==> src/rtl/i2s_frame_serializer_pkg.sv <==
// Shared types and constants for the I2S sender: FSM state encoding, default widths
// and slot-position helpers reused by the generator and a future receiver.
package i2s_frame_serializer_pkg;

  typedef enum logic [0:0] {
    ST_IDLE = 1'b0,
    ST_RUN  = 1'b1
  } i2s_state_e;

  localparam int unsigned I2S_DEF_DATA_WIDTH = 32'd24;
  localparam int unsigned I2S_DEF_SLOT_WIDTH = 32'd32;
  localparam int unsigned I2S_DEF_BCLK_DIV   = 32'd4;

  // Philips I2S: the MSB sits one BCLK after the LRCK edge.
  localparam int unsigned I2S_POS_DELAY = 32'd1;

  function automatic int unsigned i2s_last_data_pos(input int unsigned data_width);
    return I2S_POS_DELAY + data_width - 32'd1;
  endfunction

endpackage

==> src/rtl/i2s_frame_serializer_bclk_gen.sv <==
// BCLK divider: toggles bclk every BCLK_DIV clk while run is high, and returns to
// phase 0 (bclk low, divider cleared) whenever run is low.
module i2s_frame_serializer_bclk_gen #(
  parameter int unsigned BCLK_DIV = 32'd4
) (
  input  logic clk,
  input  logic rst_n,
  input  logic run,
  output logic bclk,
  output logic fall_tick,
  output logic rise_tick
);

  localparam int unsigned DIV_W = (BCLK_DIV > 32'd1) ? $clog2(BCLK_DIV) : 32'd1;
  localparam logic [DIV_W-1:0] DIV_LAST = DIV_W'(BCLK_DIV - 32'd1);
  localparam logic [DIV_W-1:0] DIV_ONE  = DIV_W'(32'd1);

  logic [DIV_W-1:0] div_cnt_r;
  logic             bclk_r;
  logic             tc_s;

  assign tc_s      = run & (div_cnt_r == DIV_LAST);
  assign fall_tick = tc_s & bclk_r;
  assign rise_tick = tc_s & ~bclk_r;
  assign bclk      = bclk_r;

  // Divider and bit clock state.
  always_ff @(posedge clk) begin
    if (!rst_n) begin
      div_cnt_r <= {DIV_W{1'b0}};
      bclk_r    <= 1'b0;
    end else if (!run) begin
      div_cnt_r <= {DIV_W{1'b0}};
      bclk_r    <= 1'b0;
    end else if (tc_s) begin
      div_cnt_r <= {DIV_W{1'b0}};
      bclk_r    <= ~bclk_r;
    end else begin
      div_cnt_r <= div_cnt_r + DIV_ONE;
    end
  end

endmodule

==> src/rtl/i2s_frame_serializer.sv <==
// Pairs 24-bit words into L/R frames and shifts them out as Philips I2S.
// Optional macro I2S_UNDERRUN_CNT_EN adds a saturating 16-bit underrun_count output.
module i2s_frame_serializer
  import i2s_frame_serializer_pkg::*;
#(
  parameter int unsigned DATA_WIDTH = I2S_DEF_DATA_WIDTH,
  parameter int unsigned SLOT_WIDTH = I2S_DEF_SLOT_WIDTH,
  parameter int unsigned BCLK_DIV   = I2S_DEF_BCLK_DIV
) (
  input  logic                  clk,
  input  logic                  rst_n,
  input  logic                  enable,
  input  logic [DATA_WIDTH-1:0] s_data,
  input  logic                  s_valid,
  output logic                  s_ready,
  output logic                  i2s_bclk,
  output logic                  i2s_lrck,
  output logic                  i2s_sdata,
  output logic                  underrun,
  output logic                  frame_start
`ifdef I2S_UNDERRUN_CNT_EN
  ,
  output logic [15:0]           underrun_count
`endif
);

  localparam int unsigned CNT_W = $clog2(32'd2 * SLOT_WIDTH);
  localparam logic [CNT_W-1:0] CNT_LAST    = CNT_W'(32'd2 * SLOT_WIDTH - 32'd1);
  localparam logic [CNT_W-1:0] CNT_ONE     = CNT_W'(32'd1);
  localparam logic [CNT_W-1:0] SLOT_C      = CNT_W'(SLOT_WIDTH);
  localparam logic [CNT_W-1:0] POS_FIRST_C = CNT_W'(I2S_POS_DELAY);
  localparam logic [CNT_W-1:0] POS_LAST_C  = CNT_W'(i2s_last_data_pos(DATA_WIDTH));

  i2s_state_e            state_r;
  logic [CNT_W-1:0]      bit_cnt_r;
  logic                  lrck_r, sdata_r, underrun_r, frame_start_r;
  logic [DATA_WIDTH-1:0] sh_l_r, sh_r_r;
  logic [DATA_WIDTH-1:0] buf_l_r, buf_r_r;
  logic                  buf_l_full_r, buf_r_full_r, wr_sel_r;

  logic                  bclk_s, fall_tick_s, bclk_rise_unused_s;
  logic                  run_s, pair_ready_s, accept_s, load_s;
  logic [CNT_W-1:0]      next_cnt_s, next_pos_s;
  logic                  next_lrck_s, data_bit_s;

  assign run_s        = (state_r == ST_RUN);
  assign pair_ready_s = buf_l_full_r & buf_r_full_r;
  assign s_ready      = rst_n & ~pair_ready_s;
  assign accept_s     = s_valid & s_ready;
  assign load_s       = enable & pair_ready_s &
                        (~run_s | (fall_tick_s & (bit_cnt_r == CNT_LAST)));

  i2s_frame_serializer_bclk_gen #(
    .BCLK_DIV (BCLK_DIV)
  ) u_bclk_gen (
    .clk       (clk),
    .rst_n     (rst_n),
    .run       (run_s),
    .bclk      (bclk_s),
    .fall_tick (fall_tick_s),
    .rise_tick (bclk_rise_unused_s)
  );

  // Next slot position: channel select and whether it carries a sample bit.
  always_comb begin
    next_cnt_s  = bit_cnt_r + CNT_ONE;
    next_pos_s  = {CNT_W{1'b0}};
    next_lrck_s = 1'b0;
    if (bit_cnt_r == CNT_LAST) begin
      next_cnt_s = {CNT_W{1'b0}};
    end else begin
      next_cnt_s = bit_cnt_r + CNT_ONE;
    end
    if (next_cnt_s >= SLOT_C) begin
      next_lrck_s = 1'b1;
      next_pos_s  = next_cnt_s - SLOT_C;
    end else begin
      next_lrck_s = 1'b0;
      next_pos_s  = next_cnt_s;
    end
    data_bit_s = (next_pos_s >= POS_FIRST_C) && (next_pos_s <= POS_LAST_C);
  end

  // Frame FSM with serializer shift registers and registered serial outputs.
  always_ff @(posedge clk) begin
    if (!rst_n) begin
      state_r       <= ST_IDLE;
      bit_cnt_r     <= {CNT_W{1'b0}};
      lrck_r        <= 1'b0;
      sdata_r       <= 1'b0;
      underrun_r    <= 1'b0;
      frame_start_r <= 1'b0;
      sh_l_r        <= {DATA_WIDTH{1'b0}};
      sh_r_r        <= {DATA_WIDTH{1'b0}};
    end else begin
      underrun_r    <= 1'b0;
      frame_start_r <= 1'b0;
      case (state_r)
        ST_IDLE: begin
          bit_cnt_r <= {CNT_W{1'b0}};
          lrck_r    <= 1'b0;
          sdata_r   <= 1'b0;
          if (load_s) begin
            sh_l_r        <= buf_l_r;
            sh_r_r        <= buf_r_r;
            frame_start_r <= 1'b1;
            state_r       <= ST_RUN;
          end
        end
        ST_RUN: begin
          if (fall_tick_s) begin
            if (bit_cnt_r == CNT_LAST) begin
              bit_cnt_r <= {CNT_W{1'b0}};
              lrck_r    <= 1'b0;
              sdata_r   <= 1'b0;
              if (!enable) begin
                state_r <= ST_IDLE;
              end else if (load_s) begin
                sh_l_r        <= buf_l_r;
                sh_r_r        <= buf_r_r;
                frame_start_r <= 1'b1;
              end else begin
                sh_l_r     <= {DATA_WIDTH{1'b0}};
                sh_r_r     <= {DATA_WIDTH{1'b0}};
                underrun_r <= 1'b1;
              end
            end else begin
              bit_cnt_r <= next_cnt_s;
              lrck_r    <= next_lrck_s;
              if (!data_bit_s) begin
                sdata_r <= 1'b0;
              end else if (next_lrck_s) begin
                sdata_r <= sh_r_r[DATA_WIDTH-1];
                sh_r_r  <= {sh_r_r[DATA_WIDTH-2:0], 1'b0};
              end else begin
                sdata_r <= sh_l_r[DATA_WIDTH-1];
                sh_l_r  <= {sh_l_r[DATA_WIDTH-2:0], 1'b0};
              end
            end
          end
        end
        default: begin
          state_r <= ST_IDLE;
        end
      endcase
    end
  end

  // Input pair buffer; a word accepted during a load lands after the transfer.
  always_ff @(posedge clk) begin
    if (!rst_n) begin
      buf_l_r      <= {DATA_WIDTH{1'b0}};
      buf_r_r      <= {DATA_WIDTH{1'b0}};
      buf_l_full_r <= 1'b0;
      buf_r_full_r <= 1'b0;
      wr_sel_r     <= 1'b0;
    end else begin
      if (load_s) begin
        buf_l_full_r <= 1'b0;
        buf_r_full_r <= 1'b0;
      end
      if (accept_s) begin
        wr_sel_r <= ~wr_sel_r;
        if (wr_sel_r) begin
          buf_r_r      <= s_data;
          buf_r_full_r <= 1'b1;
        end else begin
          buf_l_r      <= s_data;
          buf_l_full_r <= 1'b1;
        end
      end
    end
  end

`ifdef I2S_UNDERRUN_CNT_EN
  logic [15:0] underrun_cnt_r;

  // Saturating count of underrun pulses, cleared only by reset.
  always_ff @(posedge clk) begin
    if (!rst_n) begin
      underrun_cnt_r <= 16'h0000;
    end else if (underrun_r && (underrun_cnt_r != 16'hFFFF)) begin
      underrun_cnt_r <= underrun_cnt_r + 16'h0001;
    end
  end

  assign underrun_count = underrun_cnt_r;
`endif

  assign i2s_bclk    = bclk_s;
  assign i2s_lrck    = lrck_r;
  assign i2s_sdata   = sdata_r;
  assign underrun    = underrun_r;
  assign frame_start = frame_start_r;

endmodule

==> config.mk <==
export PLATFORM = sky130hd
export DESIGN_NAME = i2s_frame_serializer
export DESIGN_NICKNAME = d
export VERILOG_FILES = /design/src/rtl/i2s_frame_serializer_pkg.sv /design/src/rtl/i2s_frame_serializer_bclk_gen.sv /design/src/rtl/i2s_frame_serializer.sv
export SDC_FILE = /design/constraint.sdc
export NUM_CORES = 1
export LEC_CHECK = 0
export ABC_AREA = 1
export BUFFER_PORTS_ARGS = -buffer_cell sky130_fd_sc_hd__clkbuf_2
export CORE_AREA = 2 2 102 104
export CTS_BUF_LIST = sky130_fd_sc_hd__clkbuf_16
export DETAILED_ROUTE_END_ITERATION = 8
export DIE_AREA = 0 0 104 106
export PLACE_DENSITY = 0.72
export REMOVE_ABC_BUFFERS = 1
export SYNTH_ARGS = -nofsm -noshare
export SYNTH_HDL_FRONTEND = slang
export SYNTH_HIERARCHICAL = 1
export SYNTH_SLANG_ARGS = --single-unit
==> constraint.sdc <==
create_clock -name clk -period 2.4 [get_ports clk]
set_input_delay 0.24 -clock clk [delete_from_list [all_inputs] [get_ports clk]]
set_output_delay 0.24 -clock clk [all_outputs]
set_load 0.005 [all_outputs]
[Yosys cells after proc, flatten, opt, wreduce, memory -nomap -nowiden]
Index checks and enable logic that the tools add are counted.
Word-level totals
  bits of input ports: 28
  word-level logic and storage cells: 97
  bits in registers: 113
  output and inout port bits: 6
Cells by class
  bitwise operators: 14
  add/sub/neg operators: 3
  reductions and logical operators: 8
  $lt $le $gt $ge: 3
  eq/ne operators: 8
  mux-type cells: 46
Operator list (count)
  $mux 24: 14
  $pmux 24 s2: 2
  $mux 6: 4
  $mux 1: 21
  $reduce_and 5->1: 3
  $pmux 6 s2: 1
  $and 1x1->1: 8
  $pmux 1 s2: 4
  $add 6x1->6 const B: 1
  $eq 6x6->1 const B: 1
  $ge 6x1->1 const B: 1
  $ge 6x6->1 const B: 1
  $le 6x5->1 const B: 1
  $ne 3x1->1 const B: 2
  $reduce_and 2->1: 3
  $sub 6x6->6 const B: 1
  $not 1->1: 5
  $ne 3x2->1 const B: 1
  $ne 3x3->1 const B: 1
  $reduce_or 3->1: 1
  $add 2x1->2 const B: 1
  $eq 2x2->1 const B: 1
  $ne 2x1->1 const B: 1
  $ne 2x2->1 const B: 1
  other kinds (2): 2

[Depth between registers and ports, before layout]
Gate-level depths: netlist (run 1).
  word-level depth: 11
  depth in mapped cells: 13
  mapped depth without buffers: 12

[Hierarchy]
Netlist (run 1), hierarchy kept.
Modules (own cells, without submodules)
  i2s_frame_serializer: cells each 793, area an instance 5235.0 µm², sequential area each 2202.1 µm², instances 1
  i2s_frame_serializer_bclk_gen: cells each 17, area an instance 131.4 µm², sequential area each 60.1 µm², instances 1

[Worst setup path before layout (run 1)]
OpenSTA, ideal clock, no wires.
  path kind: flip-flop to flip-flop
  from: register u_bclk_gen.div_cnt_r[0]
  to: register sh_r_r[1]
  cell stages (with the launch flop): 13
  data arrival time: 1.807 ns
  buffers on the path: 1
  slack: 0.529 ns
  cells stage by stage: dfxtp_1 ha_1 nand2_2 nor2_2 nor2_4 nor2_1 nand2_1 nand2_1 clkbuf_1 a21oi_1 nand4_1 nand2_1 nor2_1
Between the ends
  longest elaborated chain between the ends: 11
  elaborated cells between the ends (all ways): 14
  those cells by class: 3 x eq/ne; 5 x mux; 5 x bitwise; 1 x reduce/logical
Ends and longest elaborated chain
  from (decl): line i2s_frame_serializer_bclk_gen.sv:18  | logic [DIV_W-1:0] div_cnt_r;
  from (signal assigned): line i2s_frame_serializer_bclk_gen.sv:30  | div_cnt_r <= {DIV_W{1'b0}};
  from (signal assigned): line i2s_frame_serializer_bclk_gen.sv:33  | div_cnt_r <= {DIV_W{1'b0}};
  from (signal assigned): line i2s_frame_serializer_bclk_gen.sv:36  | div_cnt_r <= {DIV_W{1'b0}};
  $eq 2x2->1 (*): line i2s_frame_serializer_bclk_gen.sv:22  | assign tc_s = run & (div_cnt_r == DIV_LAST);
  $and 1x1->1 (*): line i2s_frame_serializer_bclk_gen.sv:22
  $and 1x1->1 (*): line i2s_frame_serializer_bclk_gen.sv:23  | assign fall_tick = tc_s & bclk_r;
  net fall_tick_s: line i2s_frame_serializer.sv:41  | logic bclk_s, fall_tick_s, bclk_rise_unused_s;
  $and 1x1->1: line i2s_frame_serializer.sv:51  | (~run_s | (fall_tick_s & (bit_cnt_r == CNT_LAST)));
  $or 1x1->1: line i2s_frame_serializer.sv:51
  $and 1x1->1: line i2s_frame_serializer.sv:50  | assign load_s = enable & pair_ready_s &
  $mux 24: line i2s_frame_serializer.sv:118  | end else if (load_s) begin
  $mux 24: line i2s_frame_serializer.sv:116  | if (!enable) begin
  $mux 24: line i2s_frame_serializer.sv:112  | if (bit_cnt_r == CNT_LAST) begin
  $mux 24: line i2s_frame_serializer.sv:111  | if (fall_tick_s) begin
  $pmux 24 s2: line i2s_frame_serializer.sv:98  | case (state_r)
  to (signal assigned): line i2s_frame_serializer.sv:105  | sh_r_r <= buf_r_r;
  to (signal assigned): line i2s_frame_serializer.sv:120  | sh_r_r <= buf_r_r;
  to (signal assigned): line i2s_frame_serializer.sv:124  | sh_r_r <= {DATA_WIDTH{1'b0}};
  to (decl): line i2s_frame_serializer.sv:37  | logic [DATA_WIDTH-1:0] sh_l_r, sh_r_r;
Mark *: on every way through the listed nets, which the timed path passes. The rest lies on a longest branch. The select of a mux whose other input is x is not followed.
A chain may end at the register's enable or synchronous reset.

[Worst setup path in the final report (run 1)]
  from: register bit_cnt_r[0]
  to: register sh_r_r[21]
Between the ends
  longest elaborated chain between the ends: 9
  elaborated cells between the ends (all ways): 23
  those cells by class: 2 x add/sub; 3 x order compare; 5 x eq/ne; 8 x mux; 3 x bitwise; 2 x reduce/logical
Ends and longest elaborated chain
  from (decl): line i2s_frame_serializer.sv:35  | logic [CNT_W-1:0] bit_cnt_r;
  from (signal assigned): line i2s_frame_serializer.sv:88  | bit_cnt_r <= {CNT_W{1'b0}};
  from (signal assigned): line i2s_frame_serializer.sv:100  | bit_cnt_r <= {CNT_W{1'b0}};
  from (signal assigned): line i2s_frame_serializer.sv:113  | bit_cnt_r <= {CNT_W{1'b0}};
  parallel branches: the longest is 9 deep, another holds $add 6x1->6
Several ways; the timed one is not identified. The select of a mux whose other input is x is not followed.

==> flow_summary.yaml, run 1 <==
outcome:
  outcome: "finished clean"
floorplanning:
  ios: 34
  fp.dieH_um: 106
  rows: 37
  start_util: 0.536
  core_sq_mm: 0.0100
  die_w_um: 104
  dieArea_sq_mm: 0.0110
detailed_routing:
  drt_pass1_iterations: 7
  wl_per_cell_um: 13.4
  drc: 0
  wirelength_um: 13200
  via_per_inst: 5.29
  drt_iter0_drc: 311
  ant_nets: 0
  vias: 5196
timing:
  tightest_slew_ns: 0.775
  finalCritPeriodShare: 0.926
  finalSetupViolCount: 0
  hold_violations: 0
  slew_viol_final: 0
  fmax_mhz: 450
  rsz0062_at_grt: "yes"
  fin_crit_ns: 2.22
  worst_slew_margin_rel: 0.484
  fin_skew_ns: 0.00978
logic_synthesis:
  synth_area_sq_mm: 0.00536
  avgSynthCellArea_sq_um: 6.63
  ys_warn_count: 6
  synthCells: 809
cts:
  post-cts-setup-buffers: 0
  cts_sinks: 113
  hold_buffers: 0
  path_clk_slew_ns: 0.05
  htreeDepth: 4
  root_buffer: "clkbuf_16"
  cts_made_buffers: 17
  cts_resized: 0
  clockBufferDepth: 2
  clkLatencyLatePin_ns: 0.41
  cts_tree: "yes"
placed_design:
  placed_cells: 951
  gp_congestion: 0.903
  io_buffers: 33
  dpl.hpwl_um: 8240
critical_path:
  startpoint_type: "flop"
  critPathArrivalTime_ns: 2.52
  reg2reg_depth: 11
  crit_end: "sh_r_r[21]$_SDFFE_PN0P_"
  r2r_setup_slack_ns: 0.18
  timing.rr.end: "sh_r_r[21]$_SDFFE_PN0P_"
  cp-end-kind: "flop"
  worst_ep_required_time_ns: 2.70
  rr_startpoint: "bit_cnt_r[0]$_SDFFE_PN0P_"
  worstSetupStartpoint: "bit_cnt_r[0]$_SDFFE_PN0P_"
  critical_path.max_fanout: 24
  crit_type: "reg2reg"
global_route:
  overflow: 0
  grt_max_degree: 77
  antenna_found_initial: 0
  grt_pass1_vias: 4988
  grt_usage: 0.249
  grt_first_pass_wirelength_um: 22300
power:
  p_leak_nw: 2.66
  vdd_drop_max_mv: 0.456
  power.density_mw_per_mm2: 733
run:
  max_cap_violations: 0
cells_and_area:
  final_util: 0.617
  fin_cells: 983
  final_nets: 866
  area.growth.synth_to_final_pct: 15.1
  mostFrequentLayoutCells: "nand2_1 (164), nor2_1 (150), dfxtp_1 (113)"
  mostFrequentLayoutCell: "nand2_1"
  diodes: 0
  drive_gt1_frac: 0.122
hold_path:
  hold_class: "in2reg"
  min_from: "s_data[16]"
==> through the flow <==
step           power [mW]  TNS, ns  area, sq um  setup slack (ns)  hold WS (ns)
2_1_floorplan        2.10   -21.47         5110            -0.506         0.361
3_3_place_gp         2.20        0         5620             0.261         0.412
3_5_place_dp         2.20        0         5620             0.233         0.422
4_1_cts              4.53        0         6170             0.141        0.0843
5_1_grt              4.67  -0.0108         6170          -0.00758        0.0991
6_report             4.53        0         6170             0.178        0.0868
==> critical path, stage by stage (launching register included) <==
cell     delay (ns)
dfxtp_1        0.34
ha_1           0.25
nand2_2        0.13
nor2_2         0.05
nand2_1        0.10
nand2_1        0.12
inv_2          0.14
nand3_2        0.32
nand3_4        0.41
nand2_1        0.11
inv_1          0.09
nor2_1         0.04
==> layer usage <==
| metal | global-route usage | share of wire | up-vias |
|---|---|---|---|
| li1 | - | - | 2590 |
| met1 | 0.297 | 0.42 | 2349 |
| met2 | 0.429 | 0.49 | 233 |
| met3 | 0.0625 | 0.074 | 24 |
| met4 | 0.106 | 0.017 | 0 |
| met5 | 0 | 0 | - |
==> how the worst min path moves through the flow <==
stage	endpoint	slack (ns)	cells after the start
after global routing	buf_r_r[4]$_SDFFE_PN0P_	0.1	3
final	buf_r_r[16]$_SDFFE_PN0P_	0.09	3
after floorplan	sh_l_r[0]$_SDFFE_PN0P_	0.36	2
after detailed placement	u_bclk_gen/div_cnt_r[0]$_SDFF_PP0_	0.42	1
after global placement	u_bclk_gen/div_cnt_r[0]$_SDFF_PP0_	0.41	1
after CTS	buf_r_r[20]$_SDFFE_PN0P_	0.08	3
==> power by group <==
group | leakage (nW) | internal (mW) | switching, mW | total, mW
Combinational | 1.47 | 0.0815 | 0.148 | 0.230
Sequential | 0.914 | 1.92 | 0.0205 | 1.94
Clock | 0.275 | 1.50 | 0.859 | 2.35
Total | 2.66 | 3.50 | 1.03 | 4.53
==> state kept, by name, indices dropped and copies added, names as in the netlist <==
name and flops:
buf_l_full_r 1, frame_start 1, bit_cnt_r 6, u_bclk_gen/bclk 1, run_s 1, buf_r_full_r 1, buf_r_r 24, wr_sel_r 1
sh_r_r 24, i2s_lrck 1, sh_l_r 24, buf_l_r 24, underrun 1, u_bclk_gen/div_cnt_r 2, i2s_sdata 1
==> final cells by class <==
cell class	instances	area, sq um
Clock inverter	15	128
Fill cell	930	3820
Sequential cell	113	2260
Tap cell	136	170
Inverter	119	447
Multi-Input combinational cell	528	2410
Timing Repair Buffer	55	330
Clock buffer	17	425
Note: power is estimated with default switching activity, not from simulation.
==> run 2: changes to the inputs <==
--- a/config.mk
+++ b/config.mk
@@ -6,11 +6,11 @@
 export NUM_CORES = 1
 export LEC_CHECK = 0
 export ABC_AREA = 1
-export BUFFER_PORTS_ARGS = -buffer_cell sky130_fd_sc_hd__clkbuf_2
-export CORE_AREA = 2 2 102 104
+export BUFFER_PORTS_ARGS = -buffer_cell sky130_fd_sc_hd__buf_2
+export CORE_AREA = 2 2 114 94
 export CTS_BUF_LIST = sky130_fd_sc_hd__clkbuf_16
 export DETAILED_ROUTE_END_ITERATION = 8
-export DIE_AREA = 0 0 104 106
+export DIE_AREA = 0 0 116 96
 export PLACE_DENSITY = 0.72
 export REMOVE_ABC_BUFFERS = 1
 export SYNTH_ARGS = -nofsm -noshare
==> run 2 against run 1 <==
Die area rose by 1.0%; via count fell by 2.6%; first-iteration DRC count rose by 28%; clock-buffer cell count is the same; critical path depth unchanged; sequential share of layout area increased by 0.080 points; combinational power decreased by 3%; sequential power is essentially flat; maximum frequency grew 3.2%; routed wire length increased by 2.2%; global-route usage rose by 0.66 points; highest routed layer unchanged.
==> flow_summary.yaml, run 2 (synthesis gave the netlist of run 1 again) <==
placed_design:
  gp_congestion: 0.905
  io_buffers: 33
  post_dp_cell_area_sq_mm: 0.00558
  dpl_worst_slack_ns: 0.147
  placed_cells: 946
  dpl.hpwl_um: 8350
cts:
  cts_sinks: 113
  path_clk_slew_ns: 0.05
  htreeDepth: 4
  root_buffer: "clkbuf_16"
  cts_tree: "yes"
  cts_made_buffers: 17
  post-cts-setup-buffers: 0
  clockBufferDepth: 2
  clkLatencyLatePin_ns: 0.41
global_route:
  grt_max_degree: 77
  antenna_found_initial: 0
  grt_first_pass_wirelength_um: 22200
  overflow: 0
  grt_usage: 0.256
  grt_pass1_vias: 4677
cells_and_area:
  final_util: 0.617
  diodes: 0
  mostFrequentLayoutCells: "nand2_1 (164), nor2_1 (150), dfxtp_1 (112)"
  final-seq-area_sq_mm: 0.00226
  multi_input_area_sq_mm: 0.00242
  area.growth.synth_to_final_pct: 15.0
  mostFrequentLayoutCell: "nand2_1"
  fin_area_sq_mm: 0.00616
  drive_gt1_frac: 0.112
  final_nets: 857
  fin_cells: 976
  n_fill_cell: 934
critical_path:
  crit_buf_inv: 2
  worstSetupStartpoint: "bit_cnt_r[1]$_SDFFE_PN0P_"
  critical_path.max_fanout: 24
  critPathArrivalTime_ns: 2.50
  crit_type: "reg2reg"
  crit_family: "simple AND/OR/NAND/NOR gates"
  worst_ep_required_time_ns: 2.75
  cp-end-kind: "flop"
  cp_cell_sequence: "ha_1 > nand2_2 > nor2_2 > nand2_1 > nand2_1 > inv_2 > nand3_2 > nand3_4 > nand2_1 > inv_1 > nor2_1"
  slowest_delay_ns: 0.42
  rr_startpoint: "bit_cnt_r[1]$_SDFFE_PN0P_"
  startpoint_type: "flop"
  worst_path_max_delay_cell: "dfxtp_1"
  critPathMostFrequentCell: "nand2_1"
hold_path:
  hold_class: "in2reg"
  min_from: "s_data[17]"
floorplanning:
  start_util: 0.537
  die_w_um: 116
  core_sq_mm: 0.00999
  fp.dieH_um: 96
  ios: 34
  rows: 33
  dieArea_sq_mm: 0.0111
timing:
  worst_slack_ns: 0.248
  tightest_slew_ns: 0.768
  fin_skew_ns: 0.00668
  finalSetupViolCount: 0
  rsz0062_at_grt: "no"
  setup_tns_ns: 0
  worst_slew_margin_rel: 0.488
  hold_violations: 0
  finalCritPeriodShare: 0.897
  slew_viol_final: 0
  fin_crit_ns: 2.15
  fmax_mhz: 465
detailed_routing:
  wirelength_um: 13500
  ant_nets: 0
  wl_per_cell_um: 13.8
  vias: 5063
  drt_iter0_drc: 397
  drt_pass1_iterations: 4
  via_per_inst: 5.19
  drc: 0
power:
  power.density_mw_per_mm2: 753
  vdd_drop_max_mv: 0.588
  p_leak_nw: 2.64
outcome:
  outcome: "finished clean"
run:
  max_cap_violations: 0
## run 2: worst reg2reg max path, stage by stage (launching register included)
cell and delay, ns:
dfxtp_1 0.42, ha_1 0.25, nand2_2 0.11, nor2_2 0.12
nand2_1 0.11, nand2_1 0.17, inv_2 0.10, nand3_2 0.21
nand3_4 0.30, nand2_1 0.17, inv_1 0.05, nor2_1 0.09
## run 2: path summary, 6_finish.rpt
kind                            slack [ns]                                  to  cells past startpoint
worst max-delay path                  0.25              sh_r_r[1]$_SDFFE_PN0P_                     11
worst min-delay path                  0.08            buf_r_r[17]$_SDFFE_PN0P_                      3
worst max register to register        0.25              sh_r_r[1]$_SDFFE_PN0P_                     11
worst min register to register        0.46  u_bclk_gen/div_cnt_r[0]$_SDFF_PP0_                      1
## run 2: cell type report
| type | count | share of cell area |
|---|---|---|
| clock inverters | 13 | 0.0237 |
| flip-flops and latches | 113 | 0.367 |
| inverters | 119 | 0.0725 |
| clock buffers | 17 | 0.0690 |
| multi-input cells | 528 | 0.393 |
| repair buffers | 46 | 0.0467 |
| well taps | 140 | 0.0284 |
## run 2: where the power goes
group	leakage [nW]	switching [mW]	internal, mW
clock network	0.281	0.874	1.60
logic	1.44	0.143	0.0797
registers	0.915	0.0260	1.92
total	2.64	1.04	3.60
## run 2: per-stage QoR
stage / hold slack, ns / power, mW
3_3_place_gp: 0.412 / 2.20
6_report: 0.0835 / 4.64
5_1_grt: 0.0848 / 4.80
4_1_cts: 0.0780 / 4.66
2_1_floorplan: 0.361 / 2.10
3_5_place_dp: 0.442 / 2.20
## run 2: what timing repair did
item,CTS,global route
hold endpoints to repair,0,0
setup endpoints to repair,0,28
hold buffers,0,0
gates resized for setup,0,3
## run 2: metal layers
layer / track usage / up-vias / share of wire
li1: - / 2572 / -
met2: 0.418 / 143 / 0.47
met4: 0.0595 / 0 / 0.0079
met5: 0 / - / 0
met3: 0.0737 / 14 / 0.055
met1: 0.338 / 2334 / 0.47
